`config.mk`:
```
export PLATFORM = sky130hd
export DESIGN_NAME = change_dispenser
export DESIGN_NICKNAME = d
export VERILOG_FILES = /design/src/rtl/change_dispenser.sv
export SDC_FILE = /design/constraint.sdc
export NUM_CORES = 1
export LEC_CHECK = 0
export ABC_AREA = 1
export CAP_MARGIN = 0
export CORE_ASPECT_RATIO = 0.6
export CORE_MARGIN = 8
export CORE_UTILIZATION = 26
export CTS_BUF_LIST = sky130_fd_sc_hd__clkbuf_4 sky130_fd_sc_hd__clkbuf_8
export DETAILED_ROUTE_END_ITERATION = 8
export PLACE_DENSITY = 0.39
export SLEW_MARGIN = 25
export SYNTH_ARGS = -nofsm -noshare
export SYNTH_HDL_FRONTEND = slang
export SYNTH_SLANG_ARGS = --single-unit
```
`constraint.sdc`:
```
create_clock -name clk -period 4.2 [get_ports clk]
set_input_delay 0.84 -clock clk [delete_from_list [all_inputs] [get_ports clk]]
set_output_delay 0.84 -clock clk [all_outputs]
set_load 0.02 [all_outputs]
```
`src/rtl/change_dispenser.sv`:
```
// Change dispenser: greedy largest-first payout of a change amount into 50/10/5/1 coins,
// limited by per-denomination inventory, released one coin at a time over a valid/ack handshake.
module change_dispenser #(
    parameter int unsigned AMT_W   = 8,
    parameter int unsigned CNT_W   = 8,
    parameter int unsigned INIT_50 = 10,
    parameter int unsigned INIT_10 = 20,
    parameter int unsigned INIT_5  = 20,
    parameter int unsigned INIT_1  = 40
) (
    input  logic             clk,
    input  logic             reset,
    input  logic             change_valid,
    input  logic [AMT_W-1:0] change_amount,
    output logic             change_ready,
    output logic             coin_valid,
    output logic [5:0]       coin_value,
    input  logic             coin_ack,
    output logic             done,
    output logic             short,
    output logic [AMT_W-1:0] short_amount,
    input  logic             refill_en,
    input  logic [1:0]       refill_sel,
    input  logic [CNT_W-1:0] refill_count,
    output logic [3:0]       empty
);

    localparam int unsigned VAL_W  = 6;
    localparam int unsigned N_DENOM = 4;

    typedef enum logic [2:0] {
        S_IDLE,
        S_SELECT,
        S_DISPENSE,
        S_DONE,
        S_SHORT
    } state_e;

    state_e           state_q, state_d;
    logic [AMT_W-1:0] remaining_q, remaining_d;
    logic [AMT_W-1:0] short_amount_q, short_amount_d;
    logic [1:0]       sel_q, sel_d;
    logic [VAL_W-1:0] coin_value_q, coin_value_d;
    logic             change_ready_q, change_ready_d;
    logic             coin_valid_q, coin_valid_d;
    logic             done_q, done_d;
    logic             short_q, short_d;
    logic [3:0]       empty_q, empty_d;
    logic [CNT_W-1:0] cnt_q [N_DENOM];
    logic [CNT_W-1:0] cnt_d [N_DENOM];

    logic             dec_en;
    logic             pick_found;
    logic [1:0]       pick_sel;

    // Index 0..3 maps to 50/10/5/1, matching refill_sel encoding.
    function automatic logic [VAL_W-1:0] denom(input logic [1:0] idx);
        case (idx)
            2'd0:    denom = VAL_W'(50);
            2'd1:    denom = VAL_W'(10);
            2'd2:    denom = VAL_W'(5);
            default: denom = VAL_W'(1);
        endcase
    endfunction

    // Largest denomination that fits the remainder and is in stock; index 0 wins last.
    always_comb begin
        pick_found = 1'b0;
        pick_sel   = 2'd0;
        for (int i = N_DENOM - 1; i >= 0; i--) begin
            if ((AMT_W'(denom(2'(i))) <= remaining_q) && (cnt_q[i] != '0)) begin
                pick_found = 1'b1;
                pick_sel   = 2'(i);
            end
        end
    end

    always_comb begin
        state_d        = state_q;
        remaining_d    = remaining_q;
        short_amount_d = short_amount_q;
        sel_d          = sel_q;
        coin_value_d   = coin_value_q;
        dec_en         = 1'b0;

        case (state_q)
            S_IDLE: begin
                if (change_valid && change_ready_q) begin
                    remaining_d    = change_amount;
                    short_amount_d = '0;
                    state_d        = S_SELECT;
                end
            end
            S_SELECT: begin
                if (remaining_q == '0) begin
                    state_d = S_DONE;
                end else if (pick_found) begin
                    sel_d        = pick_sel;
                    coin_value_d = denom(pick_sel);
                    state_d      = S_DISPENSE;
                end else begin
                    short_amount_d = remaining_q;
                    state_d        = S_SHORT;
                end
            end
            S_DISPENSE: begin
                if (coin_ack) begin
                    remaining_d  = remaining_q - AMT_W'(coin_value_q);
                    coin_value_d = '0;
                    dec_en       = 1'b1;
                    state_d      = S_SELECT;
                end
            end
            S_DONE:  state_d = S_IDLE;
            S_SHORT: state_d = S_IDLE;
            default: state_d = S_IDLE;
        endcase

        change_ready_d = (state_d == S_IDLE);
        coin_valid_d   = (state_d == S_DISPENSE);
        done_d         = (state_d == S_DONE);
        short_d        = (state_d == S_SHORT);
    end

    // Refill saturates first, then a same-cycle ack decrement is applied.
    always_comb begin
        logic [CNT_W:0]   add;
        logic [CNT_W:0]   sum;
        logic [CNT_W-1:0] sat;
        add = '0;
        sum = '0;
        sat = '0;
        for (int i = 0; i < N_DENOM; i++) begin
            add = (refill_en && (refill_sel == 2'(i))) ? {1'b0, refill_count} : '0;
            sum = {1'b0, cnt_q[i]} + add;
            sat = sum[CNT_W] ? '1 : sum[CNT_W-1:0];
            if (dec_en && (sel_q == 2'(i)) && (sat != '0)) begin
                sat = sat - CNT_W'(1);
            end
            cnt_d[i]   = sat;
            empty_d[i] = (sat == '0);
        end
    end

    always_ff @(posedge clk) begin
        if (reset) begin
            state_q        <= S_IDLE;
            remaining_q    <= '0;
            short_amount_q <= '0;
            sel_q          <= '0;
            coin_value_q   <= '0;
            change_ready_q <= 1'b1;
            coin_valid_q   <= 1'b0;
            done_q         <= 1'b0;
            short_q        <= 1'b0;
            cnt_q[0]       <= CNT_W'(INIT_50);
            cnt_q[1]       <= CNT_W'(INIT_10);
            cnt_q[2]       <= CNT_W'(INIT_5);
            cnt_q[3]       <= CNT_W'(INIT_1);
            empty_q        <= {INIT_1 == 0, INIT_5 == 0, INIT_10 == 0, INIT_50 == 0};
        end else begin
            state_q        <= state_d;
            remaining_q    <= remaining_d;
            short_amount_q <= short_amount_d;
            sel_q          <= sel_d;
            coin_value_q   <= coin_value_d;
            change_ready_q <= change_ready_d;
            coin_valid_q   <= coin_valid_d;
            done_q         <= done_d;
            short_q        <= short_d;
            for (int i = 0; i < N_DENOM; i++) begin
                cnt_q[i] <= cnt_d[i];
            end
            empty_q        <= empty_d;
        end
    end

    assign change_ready = change_ready_q;
    assign coin_valid   = coin_valid_q;
    assign coin_value   = coin_value_q;
    assign done         = done_q;
    assign short        = short_q;
    assign short_amount = short_amount_q;
    assign empty        = empty_q;

endmodule

```
Word level (Yosys, flattened, before mapping)

Memory sizes are Yosys's and may differ from the RTL's.
Index checks and enable logic that the tools add are counted.
Widths: inputs -> output; s select.

Memories kept: 1
Word-level logic and storage cells: 135
Bits in latches: 0
Bits in registers: 35
ROM bits: 0
Memory bits (writable): 32
Input port bits: 23

Memories:

| memory | depth | bits a word | read ports | clocked after memory_dff | write ports | line | text |
|---|---|---|---|---|---|---|---|
| cnt_q  | 4     | 8           | 4          | 0                        | 4           | 49   | `logic [CNT_W-1:0] cnt_q [N_DENOM];` |

Equal/unequal tests: 18
Add/sub/neg operators: 9
Bitwise logic cells: 5
Multiply operators: 0
Div/mod/pow operators: 0
Order comparisons: 4
Shift operators: 0
Reduce and logical (&&, ||, !) cells: 42
Multiplexer cells: 46

Operator list:

| kind                | count |
|---|---|
| $mux 8              | 21 |
| $reduce_bool 8->1   | 8 |
| $logic_not 8->1     | 5 |
| $add 8x8->9         | 4 |
| $pmux 8 s2          | 2 |
| $sub 8x1->8 const B | 4 |
| $mux 6              | 3 |
| $pmux 6 s3          | 1 |
| $logic_and 1x1->1   | 17 |
| $mux 3              | 4 |
| $pmux 6 s2          | 1 |
| $eq 2x2->1 const B  | 5 |
| $ne 2x2->1 const B  | 5 |
| $eq 3x2->1 const B  | 3 |
| $mux 1              | 9 |
| $pmux 3 s3          | 1 |
| $le 1x8->1 const A  | 1 |
| $le 3x8->1 const A  | 1 |
| $le 4x8->1 const A  | 1 |
| $le 6x8->1 const A  | 1 |
| $mux 2              | 4 |
| $reduce_and 4->1    | 2 |
| $sub 8x6->8         | 1 |
| $eq 2x1->1 const B  | 3 |
| other kinds (8)     | 17 |

Depth between registers and ports, before layout

Depth in word-level cells: 11
Depth in mapped cells: 23
Mapped depth without buffers: 22

Least setup slack after synthesis

Ideal clock, no wire load.

Path type: input to register
From: input refill_sel[0]
To: register empty_q[2] (netlist: empty[2])
Stages on the path: 23
Arrival: 3405 ps
Slack: 684 ps
Cells stage by stage: inv_1 nand3_1 nor2_1 ha_1 fa_1 nand2_1 nand2_1 nand2_2 nor2_2 nor2_2 buf_6 inv_1 nor2_1 ha_1 inv_1 nor3_1 nand3_2 nand2_2 nand2_1 o21ai_2 nor2_1 nand2_1 nor2_1

Cells in the longest elaborated chain, start to end: 9
Elaborated cells on any way between the ends: 10
Classes of those cells: add/sub (2); eq/ne (1); mux (3); reduce/logical (4)

RTL lines:

| element                                             | line | text |
|---|---|---|
| start, declared                                     | 23   | `input logic [1:0] refill_sel,` |
| $eq 2x2->1 (*)                                      | 134  | `add = (refill_en && (refill_sel == 2'(i))) ? {1'b0, refill_count} : '0;` |
| $logic_and 1x1->1 (*)                               | 134  |  |
| $mux 8 (*)                                          | 134  |  |
| $add 8x8->9 (*)                                     | 135  | `sum = {1'b0, cnt_q[i]} + add;` |
| $mux 8 (*)                                          | 136  | `sat = sum[CNT_W] ? '1 : sum[CNT_W-1:0];` |
| branches (longest 2 deep; another with $sub 8x1->8) | n/a  |  |
| $mux 8 (*)                                          | 137  | `if (dec_en && (sel_q == 2'(i)) && (sat != '0)) begin` |
| $logic_not 8->1 (*)                                 | 141  | `empty_d[i] = (sat == '0);` |
| end signal, assigned                                | 160  | `empty_q <= {INIT_1 == 0, INIT_5 == 0, INIT_10 == 0, INIT_50 == 0};` |
| end signal, assigned                                | 174  | `empty_q <= empty_d;` |
| end, declared                                       | 48   | `logic [3:0] empty_q, empty_d;` |

Mark *: on every way between the ends.
A chain may end at the register's enable or synchronous reset.

Final worst setup path

From: input refill_sel[1]
To: register empty_q[1] (netlist: empty[1])

Cells in the longest elaborated chain, start to end: 9
Elaborated cells on any way between the ends: 10
Classes of those cells: add/sub (2); eq/ne (1); mux (3); reduce/logical (4)

RTL lines:

| element                                             | line |
|---|---|
| $eq 2x1->1 (*)                                      | 134 |
| $logic_and 1x1->1 (*)                               | 134 |
| $mux 8 (*)                                          | 134 |
| $add 8x8->9 (*)                                     | 135 |
| $mux 8 (*)                                          | 136 |
| branches (longest 2 deep; another with $sub 8x1->8) | n/a |
| $mux 8 (*)                                          | 137 |
| $logic_not 8->1 (*)                                 | 141 |

Marks and branches as above.

==> qor.yml <==
drt_first_pass_iters: 5
fp-row-count: 43
vias_per_cell: 4.34
wl_met1_microns: 11900
drive_above_1_share_pct: 10.6
ctsHoldBuffers: 0
worstSetupPathType: "input port to register"
cts.htree.levels: 3
synthSimpleGateAreaFrac_pct: 45.8
cp-end-kind: "register"
io_buffers: 44
yosysWarningCount: 0
final-setup-viol-count: 0
peakVddDrop_mv: 0.148
grt_max_degree: 48
vias: 5983
synth_xor_area_share_pct: 2.17
cts_buffers: 9
power.density_nw_per_um2: 365
worstSkewPairLatency_ns: 0.37
synth_mux_area_share_pct: 0
critPathRequiredTime_ns: 4.47
critPathBufInv: 2
start_util_pct: 26.4
max_cap_violations: 0
outcome: "finished clean"
syn_to_final_growth_pct: 18.7
crit_slowest_cell: "clkdlybuf4s50_1"
critical_path.max_fanout: 10
worstPathArrival_ns: 4.17
syn_area_per_cell_sq_um: 6.11
grt_setup_unrepaired: "no"
place.gp.congestion: 0.825
nNetsFinal: 1133
finClkSkew_ns: 0.0175
dr_wl_met3_microns: 678
clock.fmax_ghz: 0.256
grt_pass1_wl_microns: 30400
path_delay_family: "simple AND/OR/NAND/NOR gates"
finalCritPeriodShare_pct: 92.9
mostFrequentLayoutCell: "nand2_1"
netlist_instances: 992
finalHoldViolCount: 0
clk_path_buf_depth: 2
synth_nets: 1066
cts_tree: "done"
track_usage_pct: 13.6
grt_pass1_vias: 5318
drtIter0Drc: 483
antenna_found_initial: 0
ys_seq_area_share_pct: 21.8
die_h_microns: 134
synthAdderAreaFrac_pct: 11.1
cts_sinks: 66
synth_top_family_by_area: "simple AND/OR/NAND/NOR gates"
coreArea_sq_um: 23000
synth_compound_area_share_pct: 7.97
final_cell_mix: "274 x nand2_1, 151 x inv_1, 127 x nor2_1, 97 x nand3_1, 66 x dfxtp_1"
place_worst_setup_slack_ns: -0.0816
num_antenna_cells: 0
slew_viol_final: 0
die_x_microns: 213
placed_area_sq_um: 7010
crit_path_cell_trace: "clkdlybuf4s50_1 -> inv_1 -> nand3_1 -> nor2_1 -> ha_1 -> fa_1 -> nand2_1 -> nand2_1 -> nand3_1 -> nand2_1 -> nor2_1 -> ha_1 -> nand4_1 -> nor2_1 -> nand2_4 -> nand2_2 -> nand2_1 -> o21ai_1 -> nor2_1 -> nand2_1 -> nor2_1"
tightest_slew_ns: 0.768
leakage_nw: 3.54
grt_overflow_total: 0
dp_hpwl_microns: 15700
yosys.cell_types.count: 43
relSlewSlack_pct: 48.5
totalWireLength_microns: 19100
top_layer: "met4"
setup_ws_ns: 0.297
synth_area_sq_um: 6060
root_buffer: "clkbuf_8"
antenna_left: 0
wl_per_cell_microns: 13.8
cpPeakStageDelay_ns: 0.50
dieArea_sq_um: 28600
fin_crit_ns: 3.90
postLayoutCellArea_sq_um: 7190
dr_wl_met2_microns: 6430
startpoint_type: "input port"
ys_ff_latch: 66
hold_class: "register to register"
ioPinCount: 45
route.detailed.drc: 0
clk_pin_slew_ns: 0.09
## repair_timing
item,4_1_cts,5_1_grt
gates resized for setup,0,1
buffers inserted,0,0
setup endpoints to repair,0,1
## tightest hold or removal path, cell delays in order (launching register included)
cell and delay (ns):
dfxtp_1 0.32, nand2_1 0.06, a21oi_1 0.05
## cells in the mapped netlist, drive strengths merged
library cell	instances	area [sq um]
a211oi	4	30.0
a21oi	51	270
a31oi	3	18.8
and2	1	6.26
buf	6	45.0
clkbuf	7	26.3
clkinv	3	16.3
dfxtp	66	1320
fa	5	100
ha	46	576
inv	157	589
nand2	289	1140
nand3	110	638
nand3b	4	30.0
nand4	18	119
nor2	149	651
nor3	15	111
nor4	6	37.5
o21ai	29	149
o21bai	2	15.0
or2	6	45.1
xnor2	5	43.8
xor2	10	87.6
## stage by stage
step | setup TNS, ns | hold slack (ns) | util, % | total power, mW | std cells
floorplan | 0 | 0.475 | - | 1.72 | 992
global route | 0 | 0.499 | 31.3 | 2.88 | 1379
finish | 0 | 0.469 | 31.3 | 2.63 | 1379
CTS | 0 | 0.471 | 31.3 | 2.65 | 1379
global placement | -0.0768 | 0.457 | 30.5 | 2.13 | 1363
detailed placement | -0.0906 | 0.457 | 30.5 | 2.10 | 1363
## sequential cells by signal (all words and copies together), names as in the netlist
name	flops
change_ready	1
cnt_q	32
coin_valid	1
coin_value	5
done	1
empty	4
remaining_q	8
sel_q	2
short	1
short_amount	8
state_q	3
## layout make-up
class                           count  area [sq um]
Tap cell                          315           394
Clock inverter                      7          58.8
Multi-Input combinational cell    753          4070
Clock buffer                        9           124
Sequential cell                    66          1320
Timing Repair Buffer               69           623
Inverter                          160           606
Fill cell                        2554         15800
## routing by layer
metal  vias up  GRT usage [%]
li1       3289              -
met1      2582           23.5
met2       106           15.9
met3         6           2.42
met4         0           2.28
met5         -              0
## power breakdown
group | switching (mW) | total [mW] | leakage, nW | internal (mW)
combinational | 0.832 | 1.29 | 2.91 | 0.456
clock | 0.310 | 0.533 | 0.0872 | 0.224
sequential | 0.0889 | 0.805 | 0.538 | 0.716
## path summary, 6_finish.rpt
path / end / cells after the start / slack [ns] / start
hold / removal: short_amount[0] / 2 / 0.47 / short_amount[0]
setup reg to reg: empty[1] / 17 / 1.29 / cnt_q[1][0]
setup / recovery: empty[1] / 21 / 0.30 / refill_sel[1]
hold reg to reg: short_amount[0] / 2 / 0.47 / short_amount[0]
## cell families (layout without fill, tap and decap cells)
group | Yosys count | in the layout
and+or+nand+nor | 598 | 598
buffers and inverters | 173 | 245
AOI/OAI and AO/OA | 89 | 89
DFF | 66 | 66
adders and majority gates | 51 | 51
xor gates and xnor gates | 15 | 15
(Power assumes the default switching activity.)
